## src/rtl/alu_mdu_if.sv

```systemverilog
// Handshake and operand/result bundle between the EX-stage issue logic and
// alu_mdu_unit. The master drives the operation, the slave returns the result.
interface alu_mdu_if #(
  parameter int XLEN = 32
);
  logic            in_valid;
  logic            in_ready;
  logic [4:0]      op;
  logic [XLEN-1:0] operand_a;
  logic [XLEN-1:0] operand_b;
  logic            out_valid;
  logic [XLEN-1:0] result;
  logic            zero;
  logic            busy;

  modport master (
    output in_valid, op, operand_a, operand_b,
    input  in_ready, out_valid, result, zero, busy
  );

  modport slave (
    input  in_valid, op, operand_a, operand_b,
    output in_ready, out_valid, result, zero, busy
  );
endinterface

```

## src/rtl/alu_mdu_unit.sv

```systemverilog
// Integer ALU with an optional iterative radix-2 multiply/divide engine.
// Base ops finish one edge after accept; M ops take XLEN+1 edges.
// Macro ALU_MDU_EN builds the M-extension engine; without it op[4]=1 returns 0
// in one edge and the unit is always ready.
module alu_mdu_unit #(
  parameter  int XLEN = 32,
  localparam int SHW  = $clog2(XLEN)
) (
  input logic       clk,
  input logic       rst,
  alu_mdu_if.slave  bus
);
  logic [XLEN-1:0] a, b, alu_res, res_q, res_d;
  logic [SHW-1:0]  shamt;
  logic            ov_q, ov_d;

  assign a     = bus.operand_a;
  assign b     = bus.operand_b;
  assign shamt = b[SHW-1:0];

  // single-cycle base ALU; unused base codes yield 0
  always_comb begin
    alu_res = '0;
    case (bus.op)
      5'b00000: alu_res = a + b;
      5'b00001: alu_res = a - b;
      5'b00010: alu_res = a & b;
      5'b00011: alu_res = a | b;
      5'b00100: alu_res = a ^ b;
      5'b00101: alu_res = {{(XLEN-1){1'b0}}, $signed(a) < $signed(b)};
      5'b00110: alu_res = {{(XLEN-1){1'b0}}, a < b};
      5'b00111: alu_res = a << shamt;
      5'b01000: alu_res = a >> shamt;
      5'b01001: alu_res = $signed(a) >>> shamt;
      default:  alu_res = '0;
    endcase
  end

`ifdef ALU_MDU_EN
  typedef enum logic [1:0] {IDLE, MUL, DIV, FIX} state_t;
  localparam logic [XLEN-1:0] MINV = {1'b1, {(XLEN-1){1'b0}}};

  state_t            state_q, state_d;
  logic [XLEN-1:0]   hi_q, hi_d, lo_q, lo_d, m_q, m_d;
  logic [SHW-1:0]    cnt_q, cnt_d;
  logic [2:0]        mop_q, mop_d;
  logic              neg_q, neg_d, rneg_q, rneg_d;
  logic              idle, a_sgn, b_sgn, sa, sb, div_fast, use_div;
  logic [XLEN-1:0]   mag_a, mag_b, fast_val, st_hi, st_lo, st_m;
  logic [XLEN-1:0]   step_hi, step_lo, fix_out;
  logic [XLEN:0]     mul_sum, div_rs, div_diff;
  logic [2*XLEN-1:0] prod;

  assign idle  = (state_q == IDLE);
  assign a_sgn = bus.op[2] ? ~bus.op[0] : (bus.op[1:0] == 2'b01 || bus.op[1:0] == 2'b10);
  assign b_sgn = bus.op[2] ? ~bus.op[0] : (bus.op[1:0] == 2'b01);
  assign sa    = a_sgn & a[XLEN-1];
  assign sb    = b_sgn & b[XLEN-1];
  assign mag_a = sa ? -a : a;
  assign mag_b = sb ? -b : b;

  // Divide-by-zero and signed overflow never enter the iterative loop.
  assign div_fast = (b == '0) || (~bus.op[0] && a == MINV && b == '1);
  assign fast_val = (b == '0) ? (bus.op[1] ? a : '1) : (bus.op[1] ? '0 : a);

  // The first iteration runs on the accept edge straight from the operand
  // magnitudes, so XLEN iterations plus FIX fit in XLEN+1 edges.
  assign st_hi   = idle ? '0 : hi_q;
  assign st_lo   = idle ? (bus.op[2] ? mag_a : mag_b) : lo_q;
  assign st_m    = idle ? (bus.op[2] ? mag_b : mag_a) : m_q;
  assign use_div = idle ? bus.op[2] : (state_q == DIV);

  // mul: {hi,lo} is accumulator/multiplier, shifted right each step
  // div: hi is the partial remainder, lo shifts dividend out and quotient in
  assign mul_sum  = {1'b0, st_hi} + (st_lo[0] ? {1'b0, st_m} : '0);
  assign div_rs   = {st_hi, st_lo[XLEN-1]};
  assign div_diff = div_rs - {1'b0, st_m};
  assign step_hi  = use_div ? (div_diff[XLEN] ? div_rs[XLEN-1:0] : div_diff[XLEN-1:0])
                            : mul_sum[XLEN:1];
  assign step_lo  = use_div ? {st_lo[XLEN-2:0], ~div_diff[XLEN]}
                            : {mul_sum[0], st_lo[XLEN-1:1]};

  assign prod = neg_q ? -{hi_q, lo_q} : {hi_q, lo_q};

  // sign correction and half / quotient-remainder selection
  always_comb begin
    if (mop_q[2]) fix_out = mop_q[1] ? (rneg_q ? -hi_q : hi_q) : (neg_q ? -lo_q : lo_q);
    else          fix_out = (mop_q[1:0] == 2'b00) ? prod[XLEN-1:0] : prod[2*XLEN-1:XLEN];
  end

  // FSM next state and datapath updates
  always_comb begin
    state_d = state_q;
    hi_d    = hi_q;
    lo_d    = lo_q;
    m_d     = m_q;
    cnt_d   = cnt_q;
    mop_d   = mop_q;
    neg_d   = neg_q;
    rneg_d  = rneg_q;
    res_d   = res_q;
    ov_d    = 1'b0;
    case (state_q)
      IDLE: if (bus.in_valid) begin
        if (!bus.op[4] || bus.op[3]) begin
          res_d = bus.op[4] ? '0 : alu_res;
          ov_d  = 1'b1;
        end else if (bus.op[2] && div_fast) begin
          res_d = fast_val;
          ov_d  = 1'b1;
        end else begin
          hi_d    = step_hi;
          lo_d    = step_lo;
          m_d     = st_m;
          cnt_d   = '0;
          mop_d   = bus.op[2:0];
          neg_d   = sa ^ sb;
          rneg_d  = sa;
          state_d = bus.op[2] ? DIV : MUL;
        end
      end
      MUL, DIV: begin
        hi_d  = step_hi;
        lo_d  = step_lo;
        cnt_d = cnt_q + 1'b1;
        if (cnt_q == SHW'(XLEN-2)) state_d = FIX;
      end
      FIX: begin
        res_d   = fix_out;
        ov_d    = 1'b1;
        state_d = IDLE;
      end
      default: state_d = IDLE;
    endcase
  end

  // state and datapath registers; reset aborts any operation in flight
  always_ff @(posedge clk) begin
    if (rst) begin
      state_q <= IDLE;
      hi_q    <= '0;
      lo_q    <= '0;
      m_q     <= '0;
      cnt_q   <= '0;
      mop_q   <= '0;
      neg_q   <= 1'b0;
      rneg_q  <= 1'b0;
      res_q   <= '0;
      ov_q    <= 1'b0;
    end else begin
      state_q <= state_d;
      hi_q    <= hi_d;
      lo_q    <= lo_d;
      m_q     <= m_d;
      cnt_q   <= cnt_d;
      mop_q   <= mop_d;
      neg_q   <= neg_d;
      rneg_q  <= rneg_d;
      res_q   <= res_d;
      ov_q    <= ov_d;
    end
  end

  assign bus.in_ready = idle;
  assign bus.busy     = ~idle;
`else
  // every op completes in one edge; M codes return 0
  always_comb begin
    res_d = res_q;
    ov_d  = 1'b0;
    if (bus.in_valid) begin
      res_d = bus.op[4] ? '0 : alu_res;
      ov_d  = 1'b1;
    end
  end

  // result register
  always_ff @(posedge clk) begin
    if (rst) begin
      res_q <= '0;
      ov_q  <= 1'b0;
    end else begin
      res_q <= res_d;
      ov_q  <= ov_d;
    end
  end

  assign bus.in_ready = 1'b1;
  assign bus.busy     = 1'b0;
`endif

  assign bus.out_valid = ov_q;
  assign bus.result    = res_q;
  assign bus.zero      = (res_q == '0);
endmodule

```

## src/flat_wrapper.sv

```systemverilog
// flat-port wrapper written by rule: the top's interface ports become plain ports
module alu_mdu_unit_flat 
#(
  parameter  int XLEN = 32,
  localparam int SHW  = $clog2(XLEN)
)
  (clk, rst, bus_in_valid, bus_op, bus_operand_a, bus_operand_b, bus_in_ready, bus_out_valid, bus_result, bus_zero, bus_busy);
  alu_mdu_if #(.XLEN(XLEN)) bus_i ();
  input logic clk;
  input logic rst;
  input wire logic [$bits(bus_i.in_valid)-1:0] bus_in_valid;
  input wire logic [$bits(bus_i.op)-1:0] bus_op;
  input wire logic [$bits(bus_i.operand_a)-1:0] bus_operand_a;
  input wire logic [$bits(bus_i.operand_b)-1:0] bus_operand_b;
  output wire logic [$bits(bus_i.in_ready)-1:0] bus_in_ready;
  output wire logic [$bits(bus_i.out_valid)-1:0] bus_out_valid;
  output wire logic [$bits(bus_i.result)-1:0] bus_result;
  output wire logic [$bits(bus_i.zero)-1:0] bus_zero;
  output wire logic [$bits(bus_i.busy)-1:0] bus_busy;
  assign bus_i.in_valid = bus_in_valid;
  assign bus_i.op = bus_op;
  assign bus_i.operand_a = bus_operand_a;
  assign bus_i.operand_b = bus_operand_b;
  assign bus_in_ready = bus_i.in_ready;
  assign bus_out_valid = bus_i.out_valid;
  assign bus_result = bus_i.result;
  assign bus_zero = bus_i.zero;
  assign bus_busy = bus_i.busy;
  alu_mdu_unit #(.XLEN(XLEN)) u_core (.clk(clk), .rst(rst), .bus(bus_i));
endmodule
```

## config.mk

```make
export PLATFORM = sky130hd
export DESIGN_NAME = alu_mdu_unit_flat
export DESIGN_NICKNAME = d
export VERILOG_FILES = /design/src/rtl/alu_mdu_if.sv /design/src/rtl/alu_mdu_unit.sv /design/src/flat_wrapper.sv
export SDC_FILE = /design/constraint.sdc
export NUM_CORES = 1
export LEC_CHECK = 0
export BUFFER_PORTS_ARGS = -buffer_cell sky130_fd_sc_hd__buf_2
export CORE_ASPECT_RATIO = 1.75
export CORE_MARGIN = 5
export CORE_UTILIZATION = 36
export DETAILED_ROUTE_END_ITERATION = 8
export GPL_TIMING_DRIVEN = 0
export SLEW_MARGIN = 20
export SYNTH_ARGS = -nofsm -noshare
export SYNTH_HDL_FRONTEND = slang
export SYNTH_SLANG_ARGS = --single-unit
```

## constraint.sdc

```tcl
create_clock -name clk -period 5.2 [get_ports clk]
set_input_delay 1.04 -clock clk [delete_from_list [all_inputs] [get_ports clk]]
set_output_delay 1.04 -clock clk [all_outputs]
set_load 0.1 [all_outputs]
```

==> run metrics <==
run status=completed; area growth from synthesis to final layout=11.4%; depth of the worst register-to-register path=6; placed wire-length estimate after detailed placement=48700 µm; largest net degree at the start of global routing=22; # nets final=1665; post-detailed-routing wire length=58000 µm; min cycle time layout=5.02 ns; Arrival @ worst endpoint=5.21 ns; I/O pin count=108; pins over their slew limit=0; combinational group share of total power=0.686; mean routed wirelength per cell=32.0 µm; Seq pwr share=0.153; instance count along the most critical hold path=2; area share of the largest cell type after synthesis=0.130; Net Sw Frac=0.541; critical path launch point type=primary input; htree depth=2; classification of the worst setup path=primary input to flip-flop; Vert. Die Dim=226 µm; endpoint kind of the worst setup timing path=flip-flop; Core Area=26500 µm²; Die ar.=30100 µm²; Max Clock Freq=0.199 GHz; number of instances in the synthesized netlist=1383; remaining max-slew budget at the tightest pin=0.236; number of hold violations in the final report=0; Vias=12000; clock slew at reported path FFs=0.06 ns; flops & latches, synth=33; list of most frequent post-synthesis cells=sky130_fd_sc_hd__nor2_1 (173), sky130_fd_sc_hd__a21oi_1 (158), sky130_fd_sc_hd__nand2_1 (108); number of max-cap violations=0; die extent in x=133 µm; number of distinct library cell variants in the gate-level netlist after synthesis=97; cells taking the most area after synthesis=sky130_fd_sc_hd__ha_1 (13%), sky130_fd_sc_hd__a21oi_1 (8.2%), sky130_fd_sc_hd__mux2i_1 (7.1%); reg2reg start=u_core.bus.result[28]; Worst Path Required=5.39 ns; remaining routing DRC violations=0; endpoint of the worst hold path=u_core.bus.result[15]; top cell type by total area after synthesis=sky130_fd_sc_hd__ha_1; violation count after the first detailed-routing iteration=1083; number of buffers added by the clock tree synthesis step=5; number of antenna violations at the first check in global routing=1; clock tree from TritonCTS=done; Hold Crit Start=u_core.bus.result[15]; via count of the first global-routing pass=12100; RR Endpoint=u_core.bus.result[28]; relative contribution of the clock network to total power=0.161; dominant cell by count in the synthesized netlist=sky130_fd_sc_hd__nor2_1; share of cells above drive strength 1=0.152; TritonCTS Sinks=33; vias per cell=6.62; Most used DFF post-synth=sky130_fd_sc_hd__dfxtp_1; number of warning messages in the yosys log=0; average cell area after synthesis=6.94 µm²; count of TritonRoute iterations in the first routing pass=6; worst skew pair latency=0.28 ns; register-to-register setup slack=3.67 ns; part of the Yosys area used for sequential elements=0.0688; ratio of final minimum period to clock period=0.965; launching element of the worst setup path=bus_operand_b[3]; Tot GR Track Use=0.373; P_int=790 µW; Overflow after GRT=0; number of instances resized during post-cts repair=3; PortBufs=103; initial core utilization=0.362; maximum root-to-sink buffer count=2; total nets after synthesis=1557; PD cells=161 nW/µm²; number of antenna diodes=0; async set-or-reset flop fraction in the synthesized netlist=0; residual antenna-violating net count after detailed routing=0; # setup viols final=0; hold slack final=0.467 ns; Design Power=1.72 mW; weighted congestion at the end of routability-driven global placement=1.06; Switching Power=933 µW; Max VDD drop=137 µV; first-pass GRT wire length=82700 µm; synthesized area=9600 µm²; largest fanout on the critical path=15; Leak=4.65 nW; worst hold path type=flip-flop to flip-flop; setup total negative slack=0 ns; Root Buffer Master=sky130_fd_sc_hd__clkbuf_16; worst clock skew on the final layout=0 ns; pin slew with the least headroom to its limit=1.13 ns; number of post-CTS setup repair buffers=0; Post-CTS Hold Buffers=0; number of enable flip-flop cells after synthesis=0; number of placement rows=79; RSZ-0062 raised after global routing=false; fill cell instance count of the final layout=2968
worst max path at each step:
stage / end / slack [ns]
after CTS: u_core.bus.result[25] / 0.03
after floorplan: u_core.bus.result[30] / 1.04
after detailed placement: u_core.bus.result[25] / -0.82
after global placement: u_core.bus.result[25] / -0.91
final: u_core.bus.result[30] / 0.18
after global routing: u_core.bus.result[30] / 0.02
state kept, by name, summed over array words and instances, names as in the netlist:
| signal | flops |
|---|---|
| u_core.bus.result | 32 |
| u_core.bus.out_valid | 1 |
area by class of cell:
type	instances	area [µm²]	share of cell area
Sequential cell	33	661	0.0618
Buffer	109	526	0.0491
Inverter	98	372	0.0348
Timing Repair Buffer	104	523	0.0489
Multi-Input combinational cell	1140	8080	0.755
Clock inverter	1	5.00	0.000468
Tap cell	324	405	0.0379
Clock buffer	5	125	0.0117
logic make-up (layout without fill, tap and decap cells):
family	count (synthesis)	count (layout)	share of synthesized area
AO/OA/AOI/OAI	494	494	0.344
XOR/XNOR	21	21	0.0192
adder cells (fa/ha/maj)	102	102	0.135
buffers and inverters	210	317	0.0941
flip-flops	33	33	0.0688
multiplexers	102	102	0.138
other	2	2	0.000783
AND/OR/NAND/NOR	419	419	0.200
cells in the final DEF, fill, tap and decap left out, types with 33 or more instances in the layout:
cell type                  Yosys  final
sky130_fd_sc_hd__nor2_1      173    173
sky130_fd_sc_hd__nand2_1     108    108
sky130_fd_sc_hd__buf_2        32    133
sky130_fd_sc_hd__clkbuf_1     53     52
sky130_fd_sc_hd__ha_1        100    100
sky130_fd_sc_hd__mux2i_1      68     68
sky130_fd_sc_hd__o21ai_0      88     88
sky130_fd_sc_hd__a211oi_1     37     37
sky130_fd_sc_hd__inv_1        92     91
sky130_fd_sc_hd__dfxtp_1      33     33
sky130_fd_sc_hd__a21oi_1     158    158
metal layers:
layer / vias to the layer above / wire length, µm / GRT usage
met5: - / 0 / 0
met3: 286 / 3560 / 0.0566
met1: 5745 / 19200 / 0.365
met4: 0 / 6150 / 0.311
li1: 5306 / - / -
met2: 674 / 29100 / 0.683
power groups by stage:
| stage | clock [mW] | combinational [mW] | sequential (mW) |
|---|---|---|---|
| floorplan | 0 | 0.689 | 0.304 |
| global placement | 0 | 1.14 | 0.268 |
| detailed placement | 0 | 1.14 | 0.269 |
| CTS | 0.275 | 1.14 | 0.263 |
| global route | 0.282 | 1.24 | 0.264 |
| finish | 0.277 | 1.18 | 0.263 |
stage by stage:
| step | cells | worst slack [ns] | util | area, µm² |
|---|---|---|---|---|
| after floorplan | 1383 | 1.04 | - | 9600 |
| after global placement | 1810 | -0.912 | 0.397 | 10500 |
| after detailed placement | 1811 | -0.816 | 0.398 | 10500 |
| after CTS | 1815 | 0.0336 | 0.403 | 10700 |
| after global routing | 1814 | 0.0229 | 0.404 | 10700 |
| final | 1814 | 0.181 | 0.404 | 10700 |
worst max-delay path, stage by stage:
cell and delay [ns]:
sky130_fd_sc_hd__buf_2 0.12, sky130_fd_sc_hd__buf_2 0.28, sky130_fd_sc_hd__clkinvlp_4 0.42, sky130_fd_sc_hd__buf_1 0.41
sky130_fd_sc_hd__ha_1 0.55, sky130_fd_sc_hd__nor3b_2 0.24, sky130_fd_sc_hd__nor3_2 0.08, sky130_fd_sc_hd__o31ai_2 0.37
sky130_fd_sc_hd__nand4_1 0.27, sky130_fd_sc_hd__a21oi_4 0.37, sky130_fd_sc_hd__a31o_4 0.23, sky130_fd_sc_hd__a311oi_2 0.15
sky130_fd_sc_hd__or4_1 0.44, sky130_fd_sc_hd__a311oi_1 0.22
Power figures use the tool's default switching activity.
